===== config.mk =====
export PLATFORM = sky130hd
export DESIGN_NAME = pipe_hazard_ctrl
export DESIGN_NICKNAME = d
export VERILOG_FILES = /design/src/rtl/pipe_ctrl_pkg.sv /design/src/rtl/pipe_hazard_ctrl_hazard_detect.sv /design/src/rtl/pipe_hazard_ctrl.sv
export SDC_FILE = /design/constraint.sdc
export NUM_CORES = 1
export LEC_CHECK = 0
export ABC_AREA = 0
export BUFFER_PORTS_ARGS = -buffer_cell sky130_fd_sc_hd__buf_2
export CORE_AREA = 4 4 88 90
export DETAILED_ROUTE_END_ITERATION = 16
export DIE_AREA = 0 0 92 94
export GPL_ROUTABILITY_DRIVEN = 0
export GPL_TIMING_DRIVEN = 1
export PLACE_DENSITY = 0.78
export SYNTH_ARGS = -nofsm -noshare
export SYNTH_HDL_FRONTEND = slang
export SYNTH_SLANG_ARGS = --single-unit

===== constraint.sdc =====
create_clock -name clk -period 4.25 [get_ports clk]
set_clock_uncertainty 0.15 [all_clocks]
set_input_delay 0.85 -clock clk [delete_from_list [all_inputs] [get_ports clk]]
set_output_delay 0.85 -clock clk [all_outputs]
set_load 0.05 [all_outputs]

===== src/rtl/pipe_ctrl_pkg.sv =====
// Shared types for the pipeline hazard controller: the per-stage stall/flush
// control encoding and the scheduler state machine.
package pipe_ctrl_pkg;

  typedef logic [1:0] sf_t;

  localparam sf_t SF_RUN   = 2'b00;
  localparam sf_t SF_HOLD  = 2'b10;
  localparam sf_t SF_FLUSH = 2'b01;

  typedef enum logic [1:0] {
    RST_FLUSH,
    RUN,
    REDIRECT,
    MEM_WAIT
  } hz_state_t;

endpackage


===== src/rtl/pipe_hazard_ctrl_hazard_detect.sv =====
// Combinational load-use compare between the instruction in ID and a load in EX.
// Register x0 never creates a dependency.
module hazard_detect (
  input  logic [4:0] rs1,
  input  logic [4:0] rs2,
  input  logic       rs1_used,
  input  logic       rs2_used,
  input  logic [4:0] rd,
  input  logic       mem_read,
  output logic       hazard
);

  logic rs1_match;
  logic rs2_match;

  assign rs1_match = rs1_used && (rs1 == rd);
  assign rs2_match = rs2_used && (rs2 == rd);
  assign hazard    = mem_read && (rd != 5'd0) && (rs1_match || rs2_match);

endmodule


===== src/rtl/pipe_hazard_ctrl.sv =====
// Central stall/flush scheduler: load-use stalls, redirect flush windows,
// data-memory freeze, plus debug event counters.
module pipe_hazard_ctrl
  import pipe_ctrl_pkg::*;
#(
  parameter int REDIRECT_CYCLES  = 2,
  parameter int RST_FLUSH_CYCLES = 1,
  parameter int CNT_W            = 32
) (
  input  logic             clk,
  input  logic             rst,
  input  logic [4:0]       id_rs1,
  input  logic [4:0]       id_rs2,
  input  logic             id_rs1_used,
  input  logic             id_rs2_used,
  input  logic [4:0]       ex_rd,
  input  logic             ex_mem_read,
  input  logic             ex_redirect,
  input  logic             dm_busy,
  output logic             pc_hold,
  output logic [1:0]       if_id_sf,
  output logic [1:0]       id_ex_sf,
  output logic [1:0]       ex_mem_sf,
  output logic [1:0]       mem_wb_sf,
  output logic [CNT_W-1:0] stall_cnt,
  output logic [CNT_W-1:0] flush_cnt
);

  localparam logic [2:0] RST_FCNT   = 3'(RST_FLUSH_CYCLES - 1);
  localparam logic [2:0] REDIR_FCNT = (REDIRECT_CYCLES > 1) ? 3'(REDIRECT_CYCLES - 2) : 3'd0;

  hz_state_t  state, state_n;
  hz_state_t  saved_state, saved_state_n;
  hz_state_t  eff_state;
  logic [2:0] fcnt, fcnt_n;
  logic       load_use;
  logic       redirect_take;

  hazard_detect u_hazard_detect (
    .rs1      (id_rs1),
    .rs2      (id_rs2),
    .rs1_used (id_rs1_used),
    .rs2_used (id_rs2_used),
    .rd       (ex_rd),
    .mem_read (ex_mem_read),
    .hazard   (load_use)
  );

  // While frozen, the saved state decides what happens on the cycle dm_busy
  // drops, so the pipe resumes exactly where it stopped without a dead cycle.
  assign eff_state     = (state == MEM_WAIT) ? saved_state : state;
  assign redirect_take = !rst && !dm_busy && ex_redirect &&
                         ((eff_state == RUN) || (eff_state == REDIRECT));

  always_ff @(posedge clk or posedge rst) begin
    if (rst) begin
      state       <= RST_FLUSH;
      saved_state <= RUN;
      fcnt        <= RST_FCNT;
    end else begin
      state       <= state_n;
      saved_state <= saved_state_n;
      fcnt        <= fcnt_n;
    end
  end

  always_comb begin
    state_n       = state;
    saved_state_n = saved_state;
    fcnt_n        = fcnt;
    case (eff_state)
      RST_FLUSH: begin
        if (fcnt == 3'd0) state_n = RUN;
        else              fcnt_n  = fcnt - 3'd1;
      end
      RUN, REDIRECT: begin
        if (dm_busy) begin
          state_n       = MEM_WAIT;
          saved_state_n = eff_state;
        end else if (ex_redirect) begin
          if (REDIRECT_CYCLES > 1) begin
            state_n = REDIRECT;
            fcnt_n  = REDIR_FCNT;
          end else begin
            state_n = RUN;
          end
        end else if (eff_state == REDIRECT) begin
          if (fcnt == 3'd0) begin
            state_n = RUN;
          end else begin
            state_n = REDIRECT;
            fcnt_n  = fcnt - 3'd1;
          end
        end else begin
          state_n = RUN;
        end
      end
      default: state_n = RUN;
    endcase
  end

  always_comb begin
    pc_hold   = 1'b0;
    if_id_sf  = SF_RUN;
    id_ex_sf  = SF_RUN;
    ex_mem_sf = SF_RUN;
    mem_wb_sf = SF_RUN;
    if (rst) begin
      if_id_sf  = SF_FLUSH;
      id_ex_sf  = SF_FLUSH;
      ex_mem_sf = SF_FLUSH;
      mem_wb_sf = SF_FLUSH;
    end else begin
      case (eff_state)
        RST_FLUSH: if_id_sf = SF_FLUSH;
        RUN, REDIRECT: begin
          if (dm_busy) begin
            pc_hold   = 1'b1;
            if_id_sf  = SF_HOLD;
            id_ex_sf  = SF_HOLD;
            ex_mem_sf = SF_HOLD;
            mem_wb_sf = SF_HOLD;
          end else if (ex_redirect) begin
            if_id_sf = SF_FLUSH;
            id_ex_sf = SF_FLUSH;
          end else if (eff_state == REDIRECT) begin
            if_id_sf = SF_FLUSH;
          end else if (load_use) begin
            pc_hold  = 1'b1;
            if_id_sf = SF_HOLD;
            id_ex_sf = SF_FLUSH;
          end
        end
        default: ;
      endcase
    end
  end

  always_ff @(posedge clk or posedge rst) begin
    if (rst) begin
      stall_cnt <= '0;
      flush_cnt <= '0;
    end else begin
      if (pc_hold)       stall_cnt <= stall_cnt + CNT_W'(1);
      if (redirect_take) flush_cnt <= flush_cnt + CNT_W'(1);
    end
  end

endmodule

; ---- Word-level counts from Yosys, hierarchy flattened
; Index checks and enable logic that the tools add are counted.
[classes]
n_addsub = 3
n_eq_ne = 8
n_mux = 33
reduce_logical = 18
[ops]
columns = operator, n
row1 = $add 32x1->32 const B, 2
row2 = $mux 2, 17
row3 = $mux 3, 4
row4 = $eq 5x5->1, 2
row5 = $mux 1, 9
row6 = $pmux 2 s2, 2
row7 = $logic_and 1x1->1, 7
row8 = $pmux 3 s2, 1
row9 = $reduce_bool 5->1, 1
row10 = $eq 2x2->1 const B, 2
row11 = $ne 2x2->1 const B, 2
row12 = $logic_not 3->1, 1
row13 = $ne 3x3->1 const B, 1
row14 = $reduce_and 3->1, 1
row15 = $sub 3x1->3 const B, 1
row16 = $eq 2x1->1 const B, 1
row17 = $logic_not 1->1, 2
row18 = $logic_not 2->1, 1
row19 = $logic_or 1x1->1, 2
row20 = $reduce_and 2->1, 1
row21 = $reduce_bool 2->1, 1
row22 = $reduce_or 2->1, 1
[word_totals]
register_bits = 71
in_bits = 22
output_inout_bits = 73
wordCells = 67

; ---- Logic depth before layout (Yosys ltp)
[logic_depth]
depth_word = 10
depth_mapped = 11
ltp_nobuf = 10

; ---- Cells and area by module
; A second synthesis with hierarchy kept.
[hier_totals]
hier_cells = 341
area_unflattened_um2 = 3584.7
[by_module_without_submodules]
columns = module, instances, cells_per_inst, area_per_inst_um2, seq_area_each_um2
row1 = pipe_hazard_ctrl, 1, 324, 3450.8, 1778.0
row2 = hazard_detect, 1, 17, 133.9, 0.0

; ---- Worst setup path after synthesis
; Ideal clock, no wire load.
[synth_path]
path_type = input -> output
from = input port rst
to = output port if_id_sf[0]
t_arrival_ns = 3.763
required_time_ns = 3.250
setup_slack_ns = -0.513
cell_stages = 3
path_buffers = 1
path_cell_list = buf_2 -> inv_1 -> o21ai_0
[synth_via]
elab_chain_cells = 1
[synth_rtl]
columns = element, line_no
row1 = from (decl), pipe_hazard_ctrl.sv:11  ; input logic rst,
row2 = $mux 2, pipe_hazard_ctrl.sv:108  ; if (rst) begin
row3 = to (decl), pipe_hazard_ctrl.sv:21  ; output logic [1:0] if_id_sf,
; Every way passes these cells.

; ---- Final worst setup path
[layout_path]
from = register state[0]
to = output port id_ex_sf[0]
[layout_via]
elab_chain_cells = 8
elab_cells_between_ends = 10
classes_between = eq/ne: 3 / mux: 6 / reduce/logical: 1
[layout_rtl]
columns = element, line_no
row1 = from (decl), pipe_hazard_ctrl.sv:32  ; hz_state_t state, state_n;
row2 = from (signal assigned), pipe_hazard_ctrl.sv:61  ; state <= state_n;
row3 = $eq 2x2->1 *, pipe_hazard_ctrl.sv:51  ; assign eff_state = (state == MEM_WAIT) ? saved_state : state;
row4 = $mux 2 *, pipe_hazard_ctrl.sv:51
row5 = via eff_state[1], pipe_hazard_ctrl.sv:34  ; hz_state_t eff_state;
row6 = $eq 2x2->1, "pipe_hazard_ctrl.sv:114, pipe_hazard_ctrl.sv:126"
row7 = $mux 1, pipe_hazard_ctrl.sv:126  ; end else if (eff_state == REDIRECT) begin
row8 = $mux 1, pipe_hazard_ctrl.sv:123  ; end else if (ex_redirect) begin
row9 = $mux 2, pipe_hazard_ctrl.sv:117  ; if (dm_busy) begin
row10 = $mux 2 *, pipe_hazard_ctrl.sv:114  ; case (eff_state)
row11 = $mux 2 *, pipe_hazard_ctrl.sv:108
row12 = to (decl), pipe_hazard_ctrl.sv:22  ; output logic [1:0] id_ex_sf,
; Mark *: on every way through the listed nets, which the timed path passes. The rest lies on a longest branch.

==> results.toml <==
[sta]
final.period_utilization_pct = 83.3
slew_violations = 0
tightest_slew_ns = 0.561
relSlewSlack_pct = 62.6
max_clock_freq_mhz = 282
setup_viol = 0
setup_slack_ns = 0.710
fin_tns_setup_ns = 0
rsz0062_at_grt = "false"
hold_viol_final = 0
fin_crit_ns = 3.54

[logic_synthesis]
syn_area_um2 = 3570
seq_area_frac_synth_pct = 49.7
syn-num-nets = 367
ys_types = 44
synth_area_per_cell_um2 = 10.6
synth_seq_cells = 71
ys_warn_count = 0
synth-edff-count = 0
synth_flop_cell = "dfrtp_1"
synthArstFlopShare_pct = 100
syn_inst = 338

[detailed_routing]
drc_errors = 0
vias_per_cell = 5.19
post_drt_wl_per_cell_um = 13.7
first_pass_iters = 4
drt_wl_total_um = 7360
vias = 2782
drt_first_iter_violations = 133
ant_nets = 0

[die]
design.die.area_um2 = 8650
ios = 95
start_util_pct = 50.6
fp.dieW_um = 92
std_cell_rows = 31
core_um2 = 7060
fp.dieH_um = 94

[global_route]
antenna_found_initial = 0
grt_first_pass_wirelength_um = 12300
first_global_vias = 2625
grt_overflow = 0
grt_use_total_pct = 17.7
grt_max_degree = 47

[clock_network]
post_cts_buffers = 0
htreeDepth = 3
clk_latency_ns = 0.34
holdBufCountCts = 0
cts_sinks = 71
cts_buffers = 9
clkTransAtPathRegs_ns = 0.07
cts_tree = "built"
root_buffer = "clkbuf_8"
cts_max_path_buffers = 2
cts.repair.resized = 0

[place]
placed_cell_area_um2 = 4120
place.port_buffers = 94
pre_cts_slack_ns = 0.932
dp_hpwl_um = 5510

[pwr]
ir_drop_mv = 0.480
leakage_nw = 2.28
p_per_area_nw_per_um2 = 504
power.total_mw = 2.19

[run]
cap_violations = 0

[final_layout]
layout.nets = 461
drive_gt1_share_pct = 29.5
antenna_cells = 0
area_growth_syn_to_layout_pct = 21.3
design_area_um2 = 4340

[setup_path]
start_kind = "flip-flop"
required_ns = 3.25
cp.arrival_ns = 2.54
crit_fanout = 7
worst-setup-path-type = "reg2out"
setup.worst_path.end_class = "primary output"

[outcome]
outcome = "complete, no violations"

[hold_path]
worstHoldPathType = "reg2reg"
critical path, stage by stage (launching register included):
cell and delay [ns]:
dfrtp_1 0.37, inv_1 0.05, o21ai_0 0.31, inv_1 0.14, ha_1 0.46, nor2_1 0.11
and2_1 0.21, a311o_1 0.33, buf_2 0.21
cell type report:
| class | instances | area (um2) |
|---|---|---|
| clock inverters | 6 | 83.8 |
| multi-input cells | 241 | 1680 |
| repair buffers | 97 | 493 |
| well taps | 99 | 124 |
| clock buffers | 10 | 128 |
| flip-flops and latches | 71 | 1780 |
| inverters | 12 | 48.8 |
| fillers | 609 | 2720 |
routing by layer:
metal	track usage, %	routed length, um	vias up
li1	-	-	1346
met1	22.6	3200	1329
met2	29.3	3570	96
met3	4.33	470	11
met4	6.19	119	0
met5	0	0	-
final timing paths:
check                              startpoint             to  slack (ns)  cells past startpoint
worst max-delay path                 state[0]    id_ex_sf[0]        0.71                      8
worst max register to register       state[0]  flush_cnt[30]        0.89                     10
worst min-delay path            flush_cnt[31]  flush_cnt[31]        0.32                      1
max in group asynchronous                 rst  stall_cnt[15]        2.76                      3
worst min register to register  flush_cnt[31]  flush_cnt[31]        0.32                      1
min in group asynchronous                 rst        fcnt[1]        0.71                      3
cells in the mapped netlist, types with 2 or more instances:
| master | count | area (um2) |
|---|---|---|
| buf_2 | 3 | 15.0 |
| and2_1 | 2 | 12.5 |
| buf_4 | 4 | 30.0 |
| nor4_1 | 11 | 68.8 |
| mux2_2 | 3 | 33.8 |
| and3_1 | 9 | 56.3 |
| nor4b_1 | 5 | 43.8 |
| xor2_1 | 37 | 324 |
| nor3_1 | 13 | 65.1 |
| nor2_1 | 19 | 71.3 |
| and4_1 | 3 | 26.3 |
| xnor2_1 | 36 | 315 |
| nor4_2 | 2 | 25.0 |
| or2_2 | 2 | 12.5 |
| or3_1 | 3 | 18.8 |
| clkbuf_1 | 4 | 15.0 |
| nand2_1 | 34 | 128 |
| a21oi_1 | 3 | 15.0 |
| buf_1 | 2 | 7.51 |
| nand4_1 | 13 | 81.3 |
| o21a_1 | 2 | 15.0 |
| inv_1 | 12 | 45.0 |
| o21ai_0 | 5 | 25.0 |
| nand3_1 | 15 | 75.1 |
| nor3b_1 | 2 | 15.0 |
| dfrtp_1 | 70 | 1750 |
| ha_1 | 7 | 87.6 |
state kept, by name, indices dropped and copies added, names as in the netlist:
name         cells
state            2
saved_state      2
stall_cnt       32
flush_cnt       32
fcnt             3
placed cells by master (no fill, tap or decap), types with 5 or more instances in the layout:
cell / netlist / final
and3_1: 9 / 9
buf_2: 3 / 94
clkbuf_8: 0 / 9
dfrtp_1: 70 / 70
ha_1: 7 / 7
inv_1: 12 / 11
nand2_1: 34 / 34
nand3_1: 15 / 15
nand4_1: 13 / 13
nor2_1: 19 / 19
nor3_1: 13 / 13
nor4_1: 11 / 11
nor4b_1: 5 / 5
o21ai_0: 5 / 5
xnor2_1: 36 / 36
xor2_1: 37 / 37
where the power goes:
part | total (mW) | switching [mW] | internal, mW
clock | 0.578 | 0.248 | 0.330
sequential | 0.812 | 0.0620 | 0.750
combinational | 0.797 | 0.570 | 0.227
total | 2.19 | 0.880 | 1.31
kinds of logic after synthesis:
group                    Yosys count  synth area share (%)
AO/OA/AOI/OAI                     15                  2.66
XOR/XNOR                          73                  17.9
adder cells (fa/ha/maj)            7                  2.45
buffers and inverters             26                  3.46
flip-flops                        71                  49.7
multiplexers                       3                 0.945
AND/OR/NAND/NOR                  143                  22.9
metrics by stage:
| step | util, % | hold WS, ns | instances |
|---|---|---|---|
| 6_report | 61.4 | 0.315 | 536 |
| 3_5_place_dp | 58.4 | 0.308 | 520 |
| 2_1_floorplan | - | 0.295 | 338 |
| 3_3_place_gp | 58.4 | 0.301 | 520 |
| 4_1_cts | 61.4 | 0.320 | 536 |
| 5_1_grt | 61.4 | 0.334 | 536 |
Power figures use the tool's default switching activity.
